$ cat src/rtl/apb4_cfg_regbank.sv
// APB4 slave holding NUM_REGS masked RW config registers plus one W1C status
// register with a level interrupt. Access phase can be stretched by WAIT_STATES.
module apb4_cfg_regbank #(
    parameter int                     NUM_REGS    = 4,
    parameter int                     WAIT_STATES = 0,
    parameter logic [NUM_REGS*32-1:0] RESET_VALS  = '0,
    parameter logic [NUM_REGS*32-1:0] WR_MASK     = '1,
    parameter int                     STATUS_W    = 8
) (
    input  logic                     clk,
    input  logic                     rstn,
    input  logic                     psel,
    input  logic                     penable,
    input  logic                     pwrite,
    input  logic [7:0]               paddr,
    input  logic [31:0]              pwdata,
    input  logic [3:0]               pstrb,
    output logic                     pready,
    output logic [31:0]              prdata,
    output logic                     pslverr,
    input  logic [STATUS_W-1:0]      hw_set,
    output logic [NUM_REGS*32-1:0]   cfg,
    output logic [NUM_REGS-1:0]      cfg_wr_pulse,
    output logic [STATUS_W-1:0]      status,
    output logic                     irq
);

    localparam logic [5:0] STATUS_IDX = 6'(NUM_REGS);
    localparam logic [2:0] WAIT_INIT  = 3'(WAIT_STATES);

    typedef enum logic {
        S_IDLE,
        S_WAIT
    } state_e;

    state_e                 state_q, state_d;
    logic [2:0]             cnt_q, cnt_d;
    logic [NUM_REGS*32-1:0] cfg_q, cfg_d;
    logic [NUM_REGS-1:0]    pulse_q, pulse_d;
    logic [STATUS_W-1:0]    status_q, status_d;
    logic [STATUS_W-1:0]    status_clr;
    logic                   irq_q;

    logic [5:0]  idx;
    logic        addr_err;
    logic [31:0] strb_mask;
    logic        xfer_done;
    logic        commit_wr;

    assign idx       = paddr[7:2];
    assign addr_err  = (paddr[1:0] != 2'b00) || (idx > STATUS_IDX);
    assign strb_mask = {{8{pstrb[3]}}, {8{pstrb[2]}}, {8{pstrb[1]}}, {8{pstrb[0]}}};
    assign xfer_done = (state_q == S_WAIT) && psel && penable && (cnt_q == 3'd0);
    assign commit_wr = xfer_done && pwrite && !addr_err;

    // NOTE: every variable driven in always_comb gets a default first; a path
    // that leaves one unassigned would infer a latch.
    always_comb begin
        state_d = state_q;
        cnt_d   = cnt_q;
        case (state_q)
            S_IDLE: begin
                if (psel && !penable) begin
                    state_d = S_WAIT;
                    cnt_d   = WAIT_INIT;
                end
            end
            S_WAIT: begin
                // Master abandoning the transfer mid-wait: drop it without commit.
                if (!psel) begin
                    state_d = S_IDLE;
                end else if (penable) begin
                    if (cnt_q == 3'd0) state_d = S_IDLE;
                    else               cnt_d   = cnt_q - 3'd1;
                end
            end
            default: state_d = S_IDLE;
        endcase
    end

    always_comb begin
        cfg_d      = cfg_q;
        pulse_d    = '0;
        status_clr = '0;
        if (commit_wr) begin
            if (idx == STATUS_IDX) begin
                status_clr = pwdata[STATUS_W-1:0] & strb_mask[STATUS_W-1:0];
            end else begin
                for (int i = 0; i < NUM_REGS; i++) begin
                    if (idx == 6'(i)) begin
                        cfg_d[32*i +: 32] =
                            (cfg_q[32*i +: 32] & ~(strb_mask & WR_MASK[32*i +: 32])) |
                            (pwdata            &  (strb_mask & WR_MASK[32*i +: 32]));
                        pulse_d[i] = 1'b1;
                    end
                end
            end
        end
        // hw_set is OR-ed in last so a simultaneous set wins over a clear.
        status_d = (status_q & ~status_clr) | hw_set;
    end

    always_comb begin
        prdata = '0;
        if (xfer_done && !pwrite && !addr_err) begin
            if (idx == STATUS_IDX) begin
                prdata[STATUS_W-1:0] = status_q;
            end else begin
                for (int i = 0; i < NUM_REGS; i++) begin
                    if (idx == 6'(i)) prdata = cfg_q[32*i +: 32];
                end
            end
        end
    end

    assign pready  = xfer_done;
    assign pslverr = xfer_done && addr_err;

    // NOTE: state registers use non-blocking assignments so every flop samples
    // the pre-edge value of every other flop.
    always_ff @(posedge clk or negedge rstn) begin
        if (!rstn) begin
            state_q  <= S_IDLE;
            cnt_q    <= '0;
            cfg_q    <= RESET_VALS;
            pulse_q  <= '0;
            status_q <= '0;
            irq_q    <= 1'b0;
        end else begin
            state_q  <= state_d;
            cnt_q    <= cnt_d;
            cfg_q    <= cfg_d;
            pulse_q  <= pulse_d;
            status_q <= status_d;
            irq_q    <= |status_d;
        end
    end

    assign cfg          = cfg_q;
    assign cfg_wr_pulse = pulse_q;
    assign status       = status_q;
    assign irq          = irq_q;

endmodule

$ cat config.mk
export PLATFORM = sky130hd
export DESIGN_NAME = apb4_cfg_regbank
export DESIGN_NICKNAME = d
export VERILOG_FILES = /design/src/rtl/apb4_cfg_regbank.sv
export SDC_FILE = /design/constraint.sdc
export NUM_CORES = 1
export LEC_CHECK = 0
export BUFFER_PORTS_ARGS = -buffer_cell sky130_fd_sc_hd__clkbuf_2
export CAP_MARGIN = 20
export CORE_UTILIZATION = 55
export DETAILED_ROUTE_END_ITERATION = 12
export PLACE_DENSITY_LB_ADDON = 0.12
export SYNTH_ARGS = -nofsm -noshare
export SYNTH_HDL_FRONTEND = slang
export SYNTH_SLANG_ARGS = --single-unit
$ cat constraint.sdc
create_clock -name clk -period 5.5 [get_ports clk]
set_input_delay 0 -clock clk [delete_from_list [all_inputs] [get_ports clk]]
set_output_delay 0 -clock clk [all_outputs]
set_load 0.01 [all_outputs]
==> results.toml, run 1 <==
[timing]
worst_slew_pin_slew_ns = 0.885
fmax_mhz = 366
relSlewSlack = 0.410
finalCritPeriodShare = 0.497
drv_slew = 0
min_period_ns = 2.73
finalSetupViolations = 0
hold_viol = 0
fin_worst_skew_ns = 0.00474
fin_setup_tns_ns = 0
rsz0062_at_grt = "no"
worst_slack_ns = 2.77

[yosys]
syn_inst = 494
syn_nets = 553
synth_seq_cells = 145
synth_cell_types = 42
yosysSeqAreaShare = 0.531
synth_edf_count = 0
async_flop_share = 1.00
synth-warning-count = 0
synth_ff_type = "dfrtp_1"
syn_avg_cell_area_um2 = 13.8
syn_area_um2 = 6830

[route]
drt_pass1_iterations = 5
drtIter0Drc = 322
ant_nets = 0
vias = 5430
drt-total-wl_mm = 18.9
wl_per_cell_um = 19.7
vias_per_cell = 5.66
drcViolationCount = 0

[layout]
syn_to_final_growth_pct = 34.9
fillers = 789
diodes = 0
drive_gt1_frac = 0.542
nets = 838

[worst_setup_path]
crit_start = "cnt_q[0]"
start_kind = "register"
crit_path_end_kind = "primary output"
path_class = "register to primary output"
rr_startpoint = "cnt_q[0]"
cp.required_ns = 5.50
critPathMaxFanout = 17
arrival_ns = 2.73

[cts]
cts_buffer_depth = 2
cts_resized = 0
numClockSinks = 145
clk_latency_ns = 0.42
clkTransAtPathRegs_ns = 0.06
cts_tree = "done"
numCtsBuffers = 17
root_buffer = "clkbuf_16"
h-tree-depth = 4

[power_and_ir_drop]
vdd_drop_max_mv = 0.178
power.leakage_nw = 4.96
power_per_cell_area_nw_per_um2 = 256

[floorplan]
pin_count = 232
core_um2 = 12100
die_area_um2 = 12900
rows = 40
start_util = 0.566
die_w_um = 113
die_h_um = 113

[global_route]
grt_max_degree = 75
overflow = 0
track_usage = 0.309
grt_pass1_vias = 5539
antenna_found_initial = 1
grt_pass1_wl_mm = 29.8

[outcome]
status = "finished, final reports clean"

[placed_design]
dp_slack_ns = 2.77
gp_congestion = 0.812
port_buffers = 231
hpwlAfterDp_mm = 12.8

[worst_hold_path]
hold_start = "pstrb[1]"
hold_path.class = "primary input to register"

[run]
maxCapViolations = 0
==> Yosys cell counts, types with 2 or more instances <==
cell type  number  area share
and2_1          4      0.0037
and4_1          2      0.0026
dfrtp_1       145        0.53
a21oi_1        10      0.0073
a22oi_1         8      0.0088
nand2b_1        9      0.0082
a22o_1          3      0.0038
clkbuf_1       12      0.0066
a31oi_1         8      0.0073
ha_1            2      0.0037
mux2_2        121        0.20
nand2_4         8       0.013
buf_2           5      0.0037
nand2_1         9      0.0049
and3_1         16       0.015
nor3_1          3      0.0022
nand2_2         4      0.0037
mux2_1          7       0.012
inv_1          15      0.0082
o221ai_1        8       0.010
nor4_4          3      0.0093
buf_4           5      0.0055
nor2_1         36       0.020
mux4_2         24       0.079
a211o_1         8       0.010
nor4_1          3      0.0027
==> final cells by class <==
class / count / area (um^2) / area share
inverters: 15 / 56.3 / 0.00611
multi-input cells: 310 / 3030 / 0.328
repair buffers: 290 / 1740 / 0.189
clock inverters: 5 / 25.0 / 0.00271
flip-flops and latches: 145 / 3630 / 0.394
well taps: 168 / 210 / 0.0228
clock buffers: 26 / 529 / 0.0574
==> layout by cell type, fill, tap and decap left out, types with 7 or more instances in the layout <==
cell type	n
mux4_2	24
inv_1	15
clkbuf_2	229
nor2_1	36
nand2b_1	9
mux2_2	121
nand2_4	8
o221ai_1	8
and3_1	16
dfrtp_1	145
mux2_1	7
a31oi_1	8
nand2_1	9
dlygate4sd3_1	54
a21oi_1	10
a22oi_1	8
clkbuf_16	17
a211o_1	8
clkbuf_8	7
==> timing repair <==
action	in CTS	in global routing
hold buffers	54	0
setup buffers	0	0
endpoints found under the hold margin	214	0
==> cells by family after synthesis <==
logic type | synth area share
buffers and inverters | 0.0256
adder cells (fa/ha/maj) | 0.00366
multiplexers | 0.292
AND/OR/NAND/NOR | 0.0962
AO/OA/AOI/OAI | 0.0518
flip-flops | 0.531
==> worst max-delay path, stage by stage, from the launching register on <==
cell	delay, ns
dfrtp_1	0.37
inv_1	0.09
ha_1	0.16
ha_1	0.22
nand4_2	0.20
inv_1	0.14
nand2_1	0.08
nor2_1	0.13
buf_4	0.25
nand2_1	0.25
a21oi_1	0.25
clkbuf_2	0.16
==> metrics by stage <==
stage / util / cell area (um^2) / hold slack, ns / power, W / std cells
6_report: 0.764 / 9220 / 0.0645 / 0.00236 / 959
5_1_grt: 0.764 / 9220 / 0.0849 / 0.00245 / 959
4_1_cts: 0.764 / 9210 / 0.0433 / 0.00238 / 958
3_5_place_dp: 0.673 / 8120 / 0.0510 / 0.00129 / 873
3_3_place_gp: 0.673 / 8120 / 0.0484 / 0.00128 / 873
2_1_floorplan: - / 6830 / -0.296 / 0.00121 / 494
==> worst paths after layout <==
path | end | slack, ns | cells after the start
setup reg to reg | register | 2.77 | 9
max in group asynchronous | async pin | 3.96 | 3
hold reg to reg | cnt_q[0] | 0.51 | 1
hold / removal | register | 0.06 | 3
min in group asynchronous | async pin | 0.17 | 2
setup / recovery | prdata[11] | 2.77 | 11
==> layer usage <==
layer  global-route usage  part of all wire  up-vias
met5                    0                 0        -
met4                0.136             0.027        0
met3               0.0744             0.064       39
met2                0.516              0.50      236
met1                0.388              0.41     2758
li1                     -                 -     2397
==> power by group <==
part	total, W	internal (W)	switching [W]
Clock	0.00106	0.000654	0.000403
Combinational	0.000208	0.0000909	0.000117
Sequential	0.00109	0.00108	0.00000980
Total	0.00236	0.00183	0.000530
Note: power is estimated with default switching activity, not from simulation.
==> run 2, diff against run 1 <==
CORE_UTILIZATION = 51   (was 55)
clock period = 2.6 ns   (was 5.5 ns; I/O delays follow)
==> results.toml, run 2 (synthesis results as in run 1) <==
[global_route]
track_usage = 0.288
grt_pass1_vias = 5626
overflow = 0
antenna_found_initial = 0
grt_max_degree = 82
grt_pass1_wl_mm = 30.3

[route]
vias_per_cell = 5.55
drt_pass1_iterations = 4
vias = 5394
drcViolationCount = 0
ant_nets = 0
wl_per_cell_um = 19.7
drt-total-wl_mm = 19.2
drtIter0Drc = 280

[floorplan]
core_um2 = 12800
die_w_um = 118
start_util = 0.533
die_area_um2 = 13900
rows = 41
die_h_um = 118
pin_count = 232

[worst_setup_path]
crit_path_end_kind = "register"
path_class = "register to register"
cp.required_ns = 2.89
slowest_delay_ns = 0.59
crit_slowest_cell = "dlygate4sd3_1"
start_kind = "register"
arrival_ns = 2.76
crit_chain = "inv_1 -> ha_1 -> ha_1 -> nand4_2 -> buf_4 -> nor4_4 -> buf_4 -> a31oi_1 -> dlygate4sd3_1"
critPathMaxFanout = 8

[cts]
root_buffer = "clkbuf_16"
cts_tree = "done"
clkTransAtPathRegs_ns = 0.05
cts_buffer_depth = 2
clk_latency_ns = 0.42
h-tree-depth = 4
numClockSinks = 145
numCtsBuffers = 17

[placed_design]
placed_cells = 886
port_buffers = 231
gp_congestion = 0.811
dp_slack_ns = -0.0177
hpwlAfterDp_mm = 13.1

[layout]
fillers = 910
drive_gt1_frac = 0.558
syn_to_final_growth_pct = 36.5
nets = 847
diodes = 0
final_cells = 972
layout_common_cells = "clkbuf_2 (230), dfrtp_1 (145), mux2_2 (121), dlygate4sd3_1 (54), nor2_1 (35)"
final_common_cell = "clkbuf_2"
postLayoutCoreUtil = 0.727

[power_and_ir_drop]
p_total_w = 0.00502
vdd_drop_max_mv = 0.438
power.leakage_nw = 5.03
power_per_cell_area_nw_per_um2 = 539

[timing]
drv_slew = 0
min_period_ns = 2.47
finalSetupViolations = 0
worst_slack_ns = 0.131
fmax_mhz = 405
finalCritPeriodShare = 0.950
relSlewSlack = 0.583
fin_hold_ws_ns = -0.00705
fin_worst_skew_ns = 0.0105
rsz0062_at_grt = "yes"
worst_slew_pin_slew_ns = 0.626
hold_viol = 1

[run]
maxCapViolations = 0

[outcome]
status = "finished with violations"
violations = "hold timing"

[worst_hold_path]
hold_path.class = "primary input to register"
## run 2: cell types whose count changed in the layout (fill, tap and decap cells not counted), sizes merged
cell    delta
buf        +9
clkbuf     -1
bufinv     +1
## run 2: path summary, 6_finish.rpt
path / from / to / slack (ns) / cells past startpoint
min: paddr[1] / cfg_wr_pulse[2] / -0.007 / 4
max: cnt_q[0] / status[7] / 0.13 / 9
min in group asynchronous: rstn / async pin / 0.14 / 2
max reg2reg: cnt_q[0] / status[7] / 0.13 / 9
max in group asynchronous: rstn / cnt_q[1] / 1.64 / 3
min reg2reg: cnt_q[2] / cnt_q[2] / 0.51 / 1
## run 2: critical path, delay by kind of cell (launching register included)
kind	cells	cell delay, ns
buf+inv	4	1.06
fa+ha+maj	2	0.39
flops	1	0.38
simple gates	2	0.38
compound gates	1	0.14
## run 2: timing repair
| action | 4_1_cts | 5_1_grt |
|---|---|---|
| hold buffers | 54 | 0 |
| setup endpoints to repair | 16 | 93 |
| hold endpoints to repair | 205 | 0 |
| pin swaps | 0 | 1 |
| resized for setup | 2 | 10 |
| buffers inserted | 0 | 1 |
## run 2: layout make-up
cell class	count	area [um^2]	share of cell area
clock buffers	25	495	0.0531
flip-flops and latches	145	3630	0.389
clock inverters	6	55.1	0.00590
multi-input cells	310	3050	0.328
repair buffers	299	1820	0.195
inverters	15	56.3	0.00604
well taps	172	215	0.0231
## run 2: where the power goes
| part | total (W) | switching (W) | internal, W |
|---|---|---|---|
| clock | 0.00226 | 0.000862 | 0.00140 |
| combinational | 0.000451 | 0.000250 | 0.000201 |
| sequential | 0.00231 | 0.0000202 | 0.00229 |
## run 2: metal layers
metal / GRT usage / vias to the layer above / part of all wire
li1: - / 2425 / -
met1: 0.360 / 2725 / 0.42
met2: 0.469 / 206 / 0.49
met3: 0.0717 / 38 / 0.054
met4: 0.134 / 0 / 0.030
met5: 0 / - / 0
## run 2: per-stage QoR
step	setup TNS, ns	hold WS, ns	cell area [um^2]
final	0	-0.00705	9330
after global routing	-0.336	0.0128	9330
after CTS	0	0.0407	9300
after detailed placement	-0.104	0.0235	8200
after global placement	0	0.0165	8200
after floorplan	0	-0.296	6830
==> run 3, diff against run 2 <==
ABC_AREA = 1   (was unset)
==> results.toml, run 3 <==
[placed_design]
gp_congestion = 0.837
dp_slack_ns = 0.207
port_buffers = 231
hpwlAfterDp_mm = 14.6

[route]
wl_per_cell_um = 16.5
drt_pass1_iterations = 5
vias_per_cell = 5.40
drtIter0Drc = 707
highest_layer = "met4"
wl_met3_mm = 1.53
vias = 7354
drt-total-wl_mm = 22.4
wl_met1_mm = 9.58
met2WireLength_mm = 10.8
drcViolationCount = 0
ant_nets = 0

[worst_setup_path]
crit_slowest_cell = "dfrtp_1"
path_class = "register to primary output"
crit_path_end_kind = "primary output"
start_kind = "register"
arrival_ns = 2.48
slowest_delay_ns = 0.38
cp.required_ns = 2.60
cp_top_family = "simple AND/OR/NAND/NOR gates"
cpMostUsedCell = "inv_1"
crit_buf_inv = 5
crit_chain = "inv_1 -> ha_1 -> ha_1 -> nand2_1 -> nor2_1 -> inv_1 -> nor3_4 -> buf_4 -> nand2_8 -> nor2_1 -> nand2_1 -> inv_1 -> clkbuf_2"
critPathMaxFanout = 12

[worst_hold_path]
hold_path.class = "primary input to register"

[global_route]
overflow = 0
grt_pass1_wl_mm = 34.5
antenna_found_initial = 0
grt_max_degree = 105
grt_pass1_vias = 6739
track_usage = 0.315

[cts]
clk_latency_ns = 0.42
cts_tree = "done"
h-tree-depth = 4
clkTransAtPathRegs_ns = 0.06
numCtsBuffers = 17
numClockSinks = 145
root_buffer = "clkbuf_16"
cts_buffer_depth = 2

[layout]
final_common_cell = "nand2_1"
drive_gt1_frac = 0.263
nets = 1231
layout_common_cells = "nand2_1 (293), clkbuf_2 (229), dfrtp_1 (145), nand3_1 (98), o21ai_0 (85)"
syn_to_final_growth_pct = 35.3
diodes = 0

[yosys]
syn_avg_cell_area_um2 = 7.73
yosysTopAreaCell = "dfrtp_1"
async_flop_share = 1.00
synth_top_cells_by_count = "nand2_1 (302), dfrtp_1 (145), nand3_1 (98)"
yosysSeqAreaShare = 0.521
synth_cell_types = 24
synthTopCellsByArea = "dfrtp_1 (52%), nand2_1 (16%), nand3_1 (7.0%)"
yosysMostFrequentCell = "nand2_1"
synth_ff_type = "dfrtp_1"
syn_nets = 960
syn_inst = 901
syn_area_um2 = 6960
synth-warning-count = 0
synth_edf_count = 0
synth_seq_cells = 145
synth_top_area_frac = 0.521

[timing]
fin_hold_ws_ns = 0.0266
fmax_mhz = 403
min_period_ns = 2.48
hold_viol = 0
relSlewSlack = 0.339
worst_slack_ns = 0.119
worst_slew_pin_slew_ns = 0.988
finalSetupViolations = 0
rsz0062_at_grt = "yes"
finalCritPeriodShare = 0.954
fin_setup_tns_ns = 0
drv_slew = 0
fin_worst_skew_ns = 0.00450

[power_and_ir_drop]
power_per_cell_area_nw_per_um2 = 528
power.leakage_nw = 5.36
vdd_drop_max_mv = 0.335

[run]
maxCapViolations = 0

[floorplan]
core_um2 = 13300
die_w_um = 119
die_area_um2 = 14100
rows = 42
die_h_um = 119
start_util = 0.524
pin_count = 232

[outcome]
status = "finished, final reports clean"
run 3: changes by cell type after synthesis, moves of 11 or more:
cell      before  now
nand2_1        9  302
mux2_2       121    0
nand3_1        1   98
o21ai_0        1   85
inv_1         15   67
a21oi_1       10   46
mux4_2        24    0
clkbuf_1      12   30
nor2_1        36   54
and3_1        16    0
buf_2          5   16
run 3: metal layers:
layer | GRT usage | up-vias
li1 | - | 3482
met1 | 0.429 | 3495
met2 | 0.500 | 332
met3 | 0.0584 | 45
met4 | 0.123 | 0
met5 | 0 | -
run 3: area by class of cell:
class | count | area [um^2]
sequential | 145 | 3630
tap | 176 | 220
multi-input combinational | 641 | 2960
fill | 1120 | 3870
inverter | 69 | 259
clock inverter | 12 | 118
clock buffer | 20 | 437
timing repair buffer | 298 | 1800
run 3: where the power goes:
group	switching (W)	internal (W)	leakage, nW
Clock	0.000930	0.00140	0.269
Combinational	0.000224	0.000135	3.23
Sequential	0.0000110	0.00228	1.86
Total	0.00117	0.00381	5.36
run 3: cells by family (layout without fill, tap and decap cells):
group	Yosys count	count (layout)	share of synthesized area
AO/OA/AOI/OAI	155	155	0.120
adder cells (fa/ha/maj)	2	2	0.00359
buffers and inverters	116	399	0.0654
flip-flops	145	145	0.521
AND/OR/NAND/NOR	483	484	0.290
run 3: worst paths after layout:
path	from	end	slack, ns	depth (start not counted)
min in group asynchronous	rstn	async pin	0.25	2
max	cnt_q[0]	prdata[8]	0.12	13
max reg2reg	cnt_q[0]	register	0.23	13
max in group asynchronous	rstn	async pin	1.52	3
min	paddr[4]	status[1]	0.03	5
min reg2reg	register	register	0.49	2
run 3: worst register-to-register path: cells and delay by family, from the launching register on:
kind | cells | cell delay [ns]
flops | 1 | 0.38
buf+inv | 3 | 0.42
simple gates | 8 | 1.18
fa+ha+maj | 2 | 0.27
run 3: repair_timing:
action | 4_1_cts | 5_1_grt
gates cloned | 0 | 1
hold buffers | 44 | 0
setup endpoints to repair | 1 | 32
resized for setup | 1 | 17
setup buffers | 0 | 1
hold endpoints to repair | 242 | 0
pin swaps | 0 | 1
run 3: stage by stage:
stage	area [um^2]	utilization	cells	power, W
global placement	8350	0.628	1283	0.00263
floorplan	6960	-	901	0.00247
CTS	9350	0.703	1359	0.00499
finish	9420	0.709	1361	0.00498
global route	9420	0.709	1361	0.00514
detailed placement	8350	0.628	1283	0.00263
